File: src/rtl/icache_pkg.sv
// Shared definitions for the direct-mapped instruction cache: FSM states,
// the instruction/address width and the address-field width helpers.
package icache_pkg;

    localparam int XLEN = 32;

    typedef enum logic [1:0] {
        IDLE    = 2'd0,
        REFILL  = 2'd1,
        RESPOND = 2'd2
    } cacheState_t;

    function automatic int offsetWidth(input int words);
        return $clog2(words);
    endfunction

    function automatic int indexWidth(input int lines);
        return $clog2(lines);
    endfunction

    // Two low address bits select a byte within the word and are dropped.
    function automatic int tagWidth(input int lines, input int words);
        return XLEN - 2 - $clog2(lines) - $clog2(words);
    endfunction

endpackage

File: src/rtl/icache_line_store.sv
// Flop-based data, tag and valid storage for the instruction cache with a
// combinational read port and separate word and tag/valid write ports.
module icache_line_store
    import icache_pkg::*;
#(
    parameter int LINES = 16,
    parameter int WORDS = 4,
    parameter int OFF_W = offsetWidth(WORDS),
    parameter int IDX_W = indexWidth(LINES),
    parameter int TAG_W = tagWidth(LINES, WORDS)
) (
    input  logic             clk,
    input  logic             reset,
    input  logic             clearAll,
    input  logic             wordWe,
    input  logic [IDX_W-1:0] wrIndex,
    input  logic [OFF_W-1:0] wrOffset,
    input  logic [XLEN-1:0]  wrData,
    input  logic             tagWe,
    input  logic [TAG_W-1:0] wrTag,
    input  logic             wrValid,
    input  logic [IDX_W-1:0] rdIndex,
    input  logic [OFF_W-1:0] rdOffset,
    output logic [XLEN-1:0]  rdWord,
    output logic [TAG_W-1:0] rdTag,
    output logic             rdValid
);

    logic [XLEN-1:0]  dataArr [LINES][WORDS];
    logic [TAG_W-1:0] tagArr  [LINES];
    logic [LINES-1:0] validArr;

    // Data and tags are never reset; the valid bits alone decide a hit.
    always_ff @(posedge clk) begin
        if (wordWe) begin
            dataArr[wrIndex][wrOffset] <= wrData;
        end
        if (tagWe) begin
            tagArr[wrIndex] <= wrTag;
        end
    end

    always_ff @(posedge clk or posedge reset) begin
        if (reset) begin
            validArr <= '0;
        end else if (clearAll) begin
            validArr <= '0;
        end else if (tagWe) begin
            validArr[wrIndex] <= wrValid;
        end
    end

    assign rdWord  = dataArr[rdIndex][rdOffset];
    assign rdTag   = tagArr[rdIndex];
    assign rdValid = validArr[rdIndex];

endmodule

File: src/rtl/icache_direct.sv
// Direct-mapped read-only instruction cache: single-cycle hits, stalling
// line refill over a request/valid memory port, saturating miss counter.
module icache_direct
    import icache_pkg::*;
#(
    parameter int LINES = 16,
    parameter int WORDS = 4,
    parameter int CNT_W = 16
) (
    input  logic             clk,
    input  logic             reset,
    input  logic             cpu_req,
    input  logic [XLEN-1:0]  cpu_addr,
    input  logic             flush,
    output logic [XLEN-1:0]  cpu_inst,
    output logic             cpu_valid,
    output logic             cpu_stall,
    output logic             mem_req,
    output logic [XLEN-1:0]  mem_addr,
    input  logic             mem_rvalid,
    input  logic [XLEN-1:0]  mem_rdata,
    output logic [CNT_W-1:0] miss_count
);

    localparam int OFF_W = offsetWidth(WORDS);
    localparam int IDX_W = indexWidth(LINES);
    localparam int TAG_W = tagWidth(LINES, WORDS);

    cacheState_t      state, stateNext;
    logic [TAG_W-1:0] cpuTag, latTag, rdTag;
    logic [IDX_W-1:0] cpuIndex, latIndex, rdIndex;
    logic [OFF_W-1:0] cpuOffset, latOffset, rdOffset, beat;
    logic [XLEN-1:0]  rdWord;
    logic             rdValid, hit, missStart, lastBeat;
    logic             wordWe, tagWe, clearAll, flushPending;
    logic             unusedAddrBits;

    assign cpuOffset      = cpu_addr[2 +: OFF_W];
    assign cpuIndex       = cpu_addr[2 + OFF_W +: IDX_W];
    assign cpuTag         = cpu_addr[XLEN-1 -: TAG_W];
    assign unusedAddrBits = ^cpu_addr[1:0];

    // IDLE looks up the live fetch address; later states read the latched miss.
    assign rdIndex  = (state == IDLE) ? cpuIndex  : latIndex;
    assign rdOffset = (state == IDLE) ? cpuOffset : latOffset;

    icache_line_store #(
        .LINES(LINES),
        .WORDS(WORDS)
    ) lineStore (
        .clk      (clk),
        .reset    (reset),
        .clearAll (clearAll),
        .wordWe   (wordWe),
        .wrIndex  (latIndex),
        .wrOffset (beat),
        .wrData   (mem_rdata),
        .tagWe    (tagWe),
        .wrTag    (latTag),
        .wrValid  (!(flushPending || flush)),
        .rdIndex  (rdIndex),
        .rdOffset (rdOffset),
        .rdWord   (rdWord),
        .rdTag    (rdTag),
        .rdValid  (rdValid)
    );

    always_ff @(posedge clk or posedge reset) begin
        if (reset) begin
            state <= IDLE;
        end else begin
            state <= stateNext;
        end
    end

    // A flush in IDLE clears the array first, so a same-cycle fetch misses.
    always_comb begin
        stateNext = state;
        wordWe    = 1'b0;
        tagWe     = 1'b0;
        clearAll  = 1'b0;
        missStart = 1'b0;
        lastBeat  = (beat == OFF_W'(WORDS - 1));
        hit       = rdValid && (rdTag == cpuTag) && !flush;
        case (state)
            IDLE: begin
                clearAll = flush;
                if (cpu_req && !hit) begin
                    missStart = 1'b1;
                    stateNext = REFILL;
                end
            end
            REFILL: begin
                if (mem_rvalid) begin
                    wordWe = 1'b1;
                    if (lastBeat) begin
                        tagWe     = 1'b1;
                        stateNext = RESPOND;
                    end
                end
            end
            RESPOND: begin
                clearAll  = flushPending || flush;
                stateNext = IDLE;
            end
            default: stateNext = IDLE;
        endcase
    end

    always_ff @(posedge clk or posedge reset) begin
        if (reset) begin
            cpu_inst     <= '0;
            cpu_valid    <= 1'b0;
            cpu_stall    <= 1'b0;
            mem_req      <= 1'b0;
            mem_addr     <= '0;
            miss_count   <= '0;
            beat         <= '0;
            latTag       <= '0;
            latIndex     <= '0;
            latOffset    <= '0;
            flushPending <= 1'b0;
        end else begin
            case (state)
                IDLE: begin
                    cpu_valid <= 1'b0;
                    if (cpu_req && hit) begin
                        cpu_valid <= 1'b1;
                        cpu_inst  <= rdWord;
                    end else if (missStart) begin
                        latTag    <= cpuTag;
                        latIndex  <= cpuIndex;
                        latOffset <= cpuOffset;
                        cpu_stall <= 1'b1;
                        mem_req   <= 1'b1;
                        mem_addr  <= {cpuTag, cpuIndex, {OFF_W{1'b0}}, 2'b00};
                        beat      <= '0;
                        if (miss_count != '1) begin
                            miss_count <= miss_count + CNT_W'(1);
                        end
                    end
                end
                REFILL: begin
                    if (flush) begin
                        flushPending <= 1'b1;
                    end
                    if (mem_rvalid) begin
                        beat     <= beat + OFF_W'(1);
                        mem_addr <= mem_addr + 32'd4;
                        if (lastBeat) begin
                            mem_req <= 1'b0;
                        end
                    end
                end
                RESPOND: begin
                    cpu_valid    <= 1'b1;
                    cpu_inst     <= rdWord;
                    cpu_stall    <= 1'b0;
                    flushPending <= 1'b0;
                end
                default: ;
            endcase
        end
    end

endmodule

File: config.mk
export PLATFORM = sky130hd
export DESIGN_NAME = icache_direct
export DESIGN_NICKNAME = d
export VERILOG_FILES = /design/src/rtl/icache_pkg.sv /design/src/rtl/icache_line_store.sv /design/src/rtl/icache_direct.sv
export SDC_FILE = /design/constraint.sdc
export NUM_CORES = 2
export LEC_CHECK = 0
export BUFFER_PORTS_ARGS = -buffer_cell sky130_fd_sc_hd__buf_2
export CAP_MARGIN = 40
export CORE_ASPECT_RATIO = 1.1
export CORE_MARGIN = 4
export CORE_UTILIZATION = 62
export DETAILED_ROUTE_END_ITERATION = 16
export GPL_TIMING_DRIVEN = 0
export HOLD_SLACK_MARGIN = 0.02
export PLACE_DENSITY = 0.79
export SYNTH_ARGS = -nofsm -noshare
export SYNTH_HDL_FRONTEND = slang
export SYNTH_HIERARCHICAL = 1
export SYNTH_SLANG_ARGS = --single-unit
File: constraint.sdc
create_clock -name clk -period 6.5 [get_ports clk]
set_input_delay 1.3 -clock clk [delete_from_list [all_inputs] [get_ports clk]]
set_output_delay 1.3 -clock clk [all_outputs]
set_load 0.01 [all_outputs]
==> run_results.csv <==
group,metric,value,unit
setup_path,critical_path.cell_chain,"clkbuf_1, nor2_4, mux2_2, buf_2, buf_2, clkbuf_1, mux4_2, nor2b_1, a211oi_1, a21oi_1, nor2b_1, o21ai_0, or4_4, or3_4, nand2_4, buf_6, mux2_2",
cells_and_area,finalInstanceArea,114000,um2
pwr,internal_power,34.2,mW
setup_path,reg2regPathDepth,17,
floorplanning,core-area,158000,um2
global_routing,first_global_vias,56700,
setup_path,worst-path-stages,17,
worst_hold_path,worst_hold_path_type,"flop to flop",
drt,routed_via_density,7.74,
setup_path,cpPeakStageDelay,850,ps
timing,setup_repair_after_global_routing_missed_its_margin,"no",
setup_path,critPathTopFamily,"buffers and inverters",
drt,post_drt_wl_per_cell,43.8,um
placed_design,gp_congestion,0.917,
timing,timing.fmax,154,MHz
drt,drt_drc_violations_left,0,
setup_path,r2r_end,"cpu_inst[20]$_DFFE_PP0P_",
cts,clock_latency,920,ps
timing,layout_min_cycle_time,6510,ps
synth,area_leader_netlist,"sky130_fd_sc_hd__edfxtp_1",
cts,ctsRootBufferMaster,"sky130_fd_sc_hd__clkbuf_16",
synth,top_cells_by_instance_count_after_synthesis,"sky130_fd_sc_hd__edfxtp_1 (2432), sky130_fd_sc_hd__mux4_2 (630), sky130_fd_sc_hd__nor2_1 (163), sky130_fd_sc_hd__dfrtp_1 (132), sky130_fd_sc_hd__clkbuf_1 (112)",
placed_design,dp_hpwl,191000,um
synth,ys_seq_elements,2564,
timing,final_min_period_over_clock_period,100,%
pwr,power.share.switching,36.3,%
synth,synth_cell_type_count,62,
placed_design,io_buffer_count,147,
drt,final_antenna_net_count,0,
synth,syn_area,98700,um2
setup_path,setup.worst_path.end_class,"flop",
global_routing,grt_antenna_before_repair,24,
synth,synth.yosys.warnings,6,
status,run_status,"finished, violations left",
setup_path,timing_worst_setup_path_type,"flop to flop",
pwr,combinational_share_of_power,36.5,%
timing,worst-slew-pin-transition,1090,ps
cells_and_area,area_delta_synth_final,15.7,%
timing,slew_headroom,26.9,%
pwr,net_switching,19.5,mW
floorplanning,die_w,388,um
setup_path,r2r_start,"state[1]$_DFFE_PP0P_",
floorplanning,io_pins,152,
cts,number_of_levels_the_h_tree_was_split_into,4,
cts,numCtsBuffers,228,
pwr,vdd.ir_drop.worst,0.322,mV
global_routing,grt_first_pass_wirelength,445000,um
timing,timing.final.max_slew_violations,0,
drt,first_pass_iters,8,
global_routing,grt_overflow,0,
synth,syn-instance-count,4462,
timing,hold_viol_final,0,
setup_path,critical_path_required,7270,ps
drt,via_count,56800,
setup_path,crit_arrival,7280,ps
synth,ys.flop_type,"sky130_fd_sc_hd__edfxtp_1",
timing,total_of_endpoints_with_negative_setup_slack_in_the_final_report,1,
synth,synth_top_area_share,74.0,%
pwr,cell_pwr_density,471,nW/um2
floorplanning,fp-row-count,153,
cts,clkSinkCount,2564,
pwr,p_leak,36.6,nW
cts,cts.path.max_buffers,3,
setup_path,worst-path-max-fanout,10,
cts,cts.clk_slew.worst_paths,70,ps
placed_design,preCtsSetupSlack,-909,ps
synth,avgSynthCellArea,22.1,um2
floorplanning,design.die.area,166000,um2
pwr,pwr-share-seq,37.0,%
pwr,clkPwrFrac,26.5,%
global_routing,track_usage,39.2,%
drt,drtIter0Drc,10700,
synth,most_common_cell_in_the_synthesized_netlist,"sky130_fd_sc_hd__edfxtp_1",
setup_path,crit_path_start,"state[1]$_DFFE_PP0P_",
status,violations,"negative setup slack",
job,max_cap_viol_count,0,
setup_path,rrSetupSlack,-9,ps
timing,timing.hold.ws,479,ps
timing,setup-tns-final,-9.02,ps
drt,wl,321000,um
setup_path,worst_path_max_delay_cell,"sky130_fd_sc_hd__clkbuf_1",
floorplanning,die_height,426,um
timing,fin_skew,59.2,ps
cells_and_area,layout-drive-gt1-share,31.1,%
cells_and_area,nNetsFinal,5104,
setup_path,timing.critical_path.from_type,"flop",
setup_path,worst-path-buf-inv,5,
synth,synth_edf_count,2432,
global_routing,grt_max_degree,65,
setup_path,setup.worst_path.end,"cpu_inst[20]$_DFFE_PP0P_",
timing,layout_setup_ws,-9.02,ps
synth,yosysSeqAreaShare,77.4,%
synth,synth_top_cells_by_area,"sky130_fd_sc_hd__edfxtp_1 (74%), sky130_fd_sc_hd__mux4_2 (14%), sky130_fd_sc_hd__dfrtp_1 (3.3%)",
cells_and_area,layout.core_utilization,72.2,%
cts,tritoncts,"yes",
placed_design,place_area,106000,um2
synth,asyncSetResetFlopFracSynth,5.15,%
floorplanning,start_util,62.4,%
-- layout by cell type, fill, tap and decap left out, types with 59 or more instances in the layout --
cell type,count
sky130_fd_sc_hd__edfxtp_1,2432
sky130_fd_sc_hd__mux4_2,630
sky130_fd_sc_hd__clkbuf_16,228
sky130_fd_sc_hd__buf_2,199
sky130_fd_sc_hd__clkbuf_1,149
sky130_fd_sc_hd__dfrtp_1,132
sky130_fd_sc_hd__buf_12,104
sky130_fd_sc_hd__a21oi_1,91
sky130_fd_sc_hd__nor2_1,81
sky130_fd_sc_hd__nor2_4,81
sky130_fd_sc_hd__nand2_1,78
sky130_fd_sc_hd__mux2_2,72
sky130_fd_sc_hd__o22ai_1,69
sky130_fd_sc_hd__buf_4,59
-- per-stage QoR --
step                power [mW]  cells
floorplan                 30.3   4463
global placement          36.9   6702
detailed placement        38.0   6884
CTS                       52.6   7315
global route              54.5   7325
finish                    53.7   7335
-- what timing repair did --
| action | CTS | global route |
|---|---|---|
| setup buffers | 0 | 2 |
| pin swaps | 0 | 1 |
| endpoints found under the setup margin | 114 | 65 |
| hold buffers | 0 | 0 |
| resized for setup | 10 | 3 |
-- kinds of logic after synthesis --
logic type	after synthesis	synth area share (%)
buffers and inverters	264	1.51
muxes	754	15.7
xor gates and xnor gates	35	0.311
and+or+nand+nor	416	2.02
adders and majority gates	3	0.0380
DFF	2564	77.4
AOI/OAI and AO/OA	425	3.01
other	1	0.00380
-- flip-flops by register name (all words and copies together), names as in the netlist, 4 cells and up --
register	cells
mem_addr	30
lineStore/tagArr	384
lineStore/dataArr	2048
miss_count	16
latTag	24
cpu_inst	32
lineStore/validArr	16
latIndex	4
-- power by group through the flow --
stage,Clock (mW),Combinational [mW],Sequential (mW)
2_1_floorplan,0,10.3,20.0
3_3_place_gp,0,16.8,20.1
3_5_place_dp,0,17.9,20.2
4_1_cts,14.2,18.5,19.9
5_1_grt,15.0,19.6,20.0
6_report,14.2,19.6,19.9
-- how the worst min path moves through the flow --
stage | startpoint | end | slack (ps) | cells after the start
floorplan | latOffset[1]$_DFFE_PP0P_ | latOffset[1]$_DFFE_PP0P_ | 480 | 1
global placement | cpu_valid$_DFFE_PP0P_ | cpu_valid$_DFFE_PP0P_ | 460 | 1
detailed placement | cpu_valid$_DFFE_PP0P_ | cpu_valid$_DFFE_PP0P_ | 470 | 1
CTS | cpu_valid$_DFFE_PP0P_ | cpu_valid$_DFFE_PP0P_ | 490 | 1
global route | cpu_valid$_DFFE_PP0P_ | cpu_valid$_DFFE_PP0P_ | 490 | 1
finish | cpu_valid$_DFFE_PP0P_ | cpu_valid$_DFFE_PP0P_ | 480 | 1
-- worst reg2reg max path, stage by stage, from the launching register on --
cell	delay (ps)
sky130_fd_sc_hd__dfrtp_1	360
sky130_fd_sc_hd__clkbuf_1	240
sky130_fd_sc_hd__nor2_4	360
sky130_fd_sc_hd__mux2_2	290
sky130_fd_sc_hd__buf_2	310
sky130_fd_sc_hd__buf_2	460
sky130_fd_sc_hd__clkbuf_1	860
sky130_fd_sc_hd__mux4_2	400
sky130_fd_sc_hd__nor2b_1	180
sky130_fd_sc_hd__a211oi_1	90
sky130_fd_sc_hd__a21oi_1	260
sky130_fd_sc_hd__nor2b_1	320
sky130_fd_sc_hd__o21ai_0	170
sky130_fd_sc_hd__or4_4	600
sky130_fd_sc_hd__or3_4	430
sky130_fd_sc_hd__nand2_4	290
sky130_fd_sc_hd__buf_6	340
sky130_fd_sc_hd__mux2_2	410
-- cell type report --
type | instances | area [um2]
antenna | 10 | 25.0
buffer | 250 | 1460
clock buffer | 274 | 5940
clock inverter | 157 | 1850
fill | 8118 | 44000
inverter | 12 | 50.0
multi-input combinational | 1635 | 21500
sequential | 2564 | 76300
tap | 2092 | 2620
timing repair buffer | 341 | 4370
-- layer usage --
layer	global-route usage (%)	up-vias	part of all wire (%)
met5	0.147	-	0.063
met2	59.1	6551	46
met4	28.2	28	9.5
met1	47.0	28400	29
met3	14.8	1735	16
li1	-	20100	-
(Power assumes the default switching activity.)
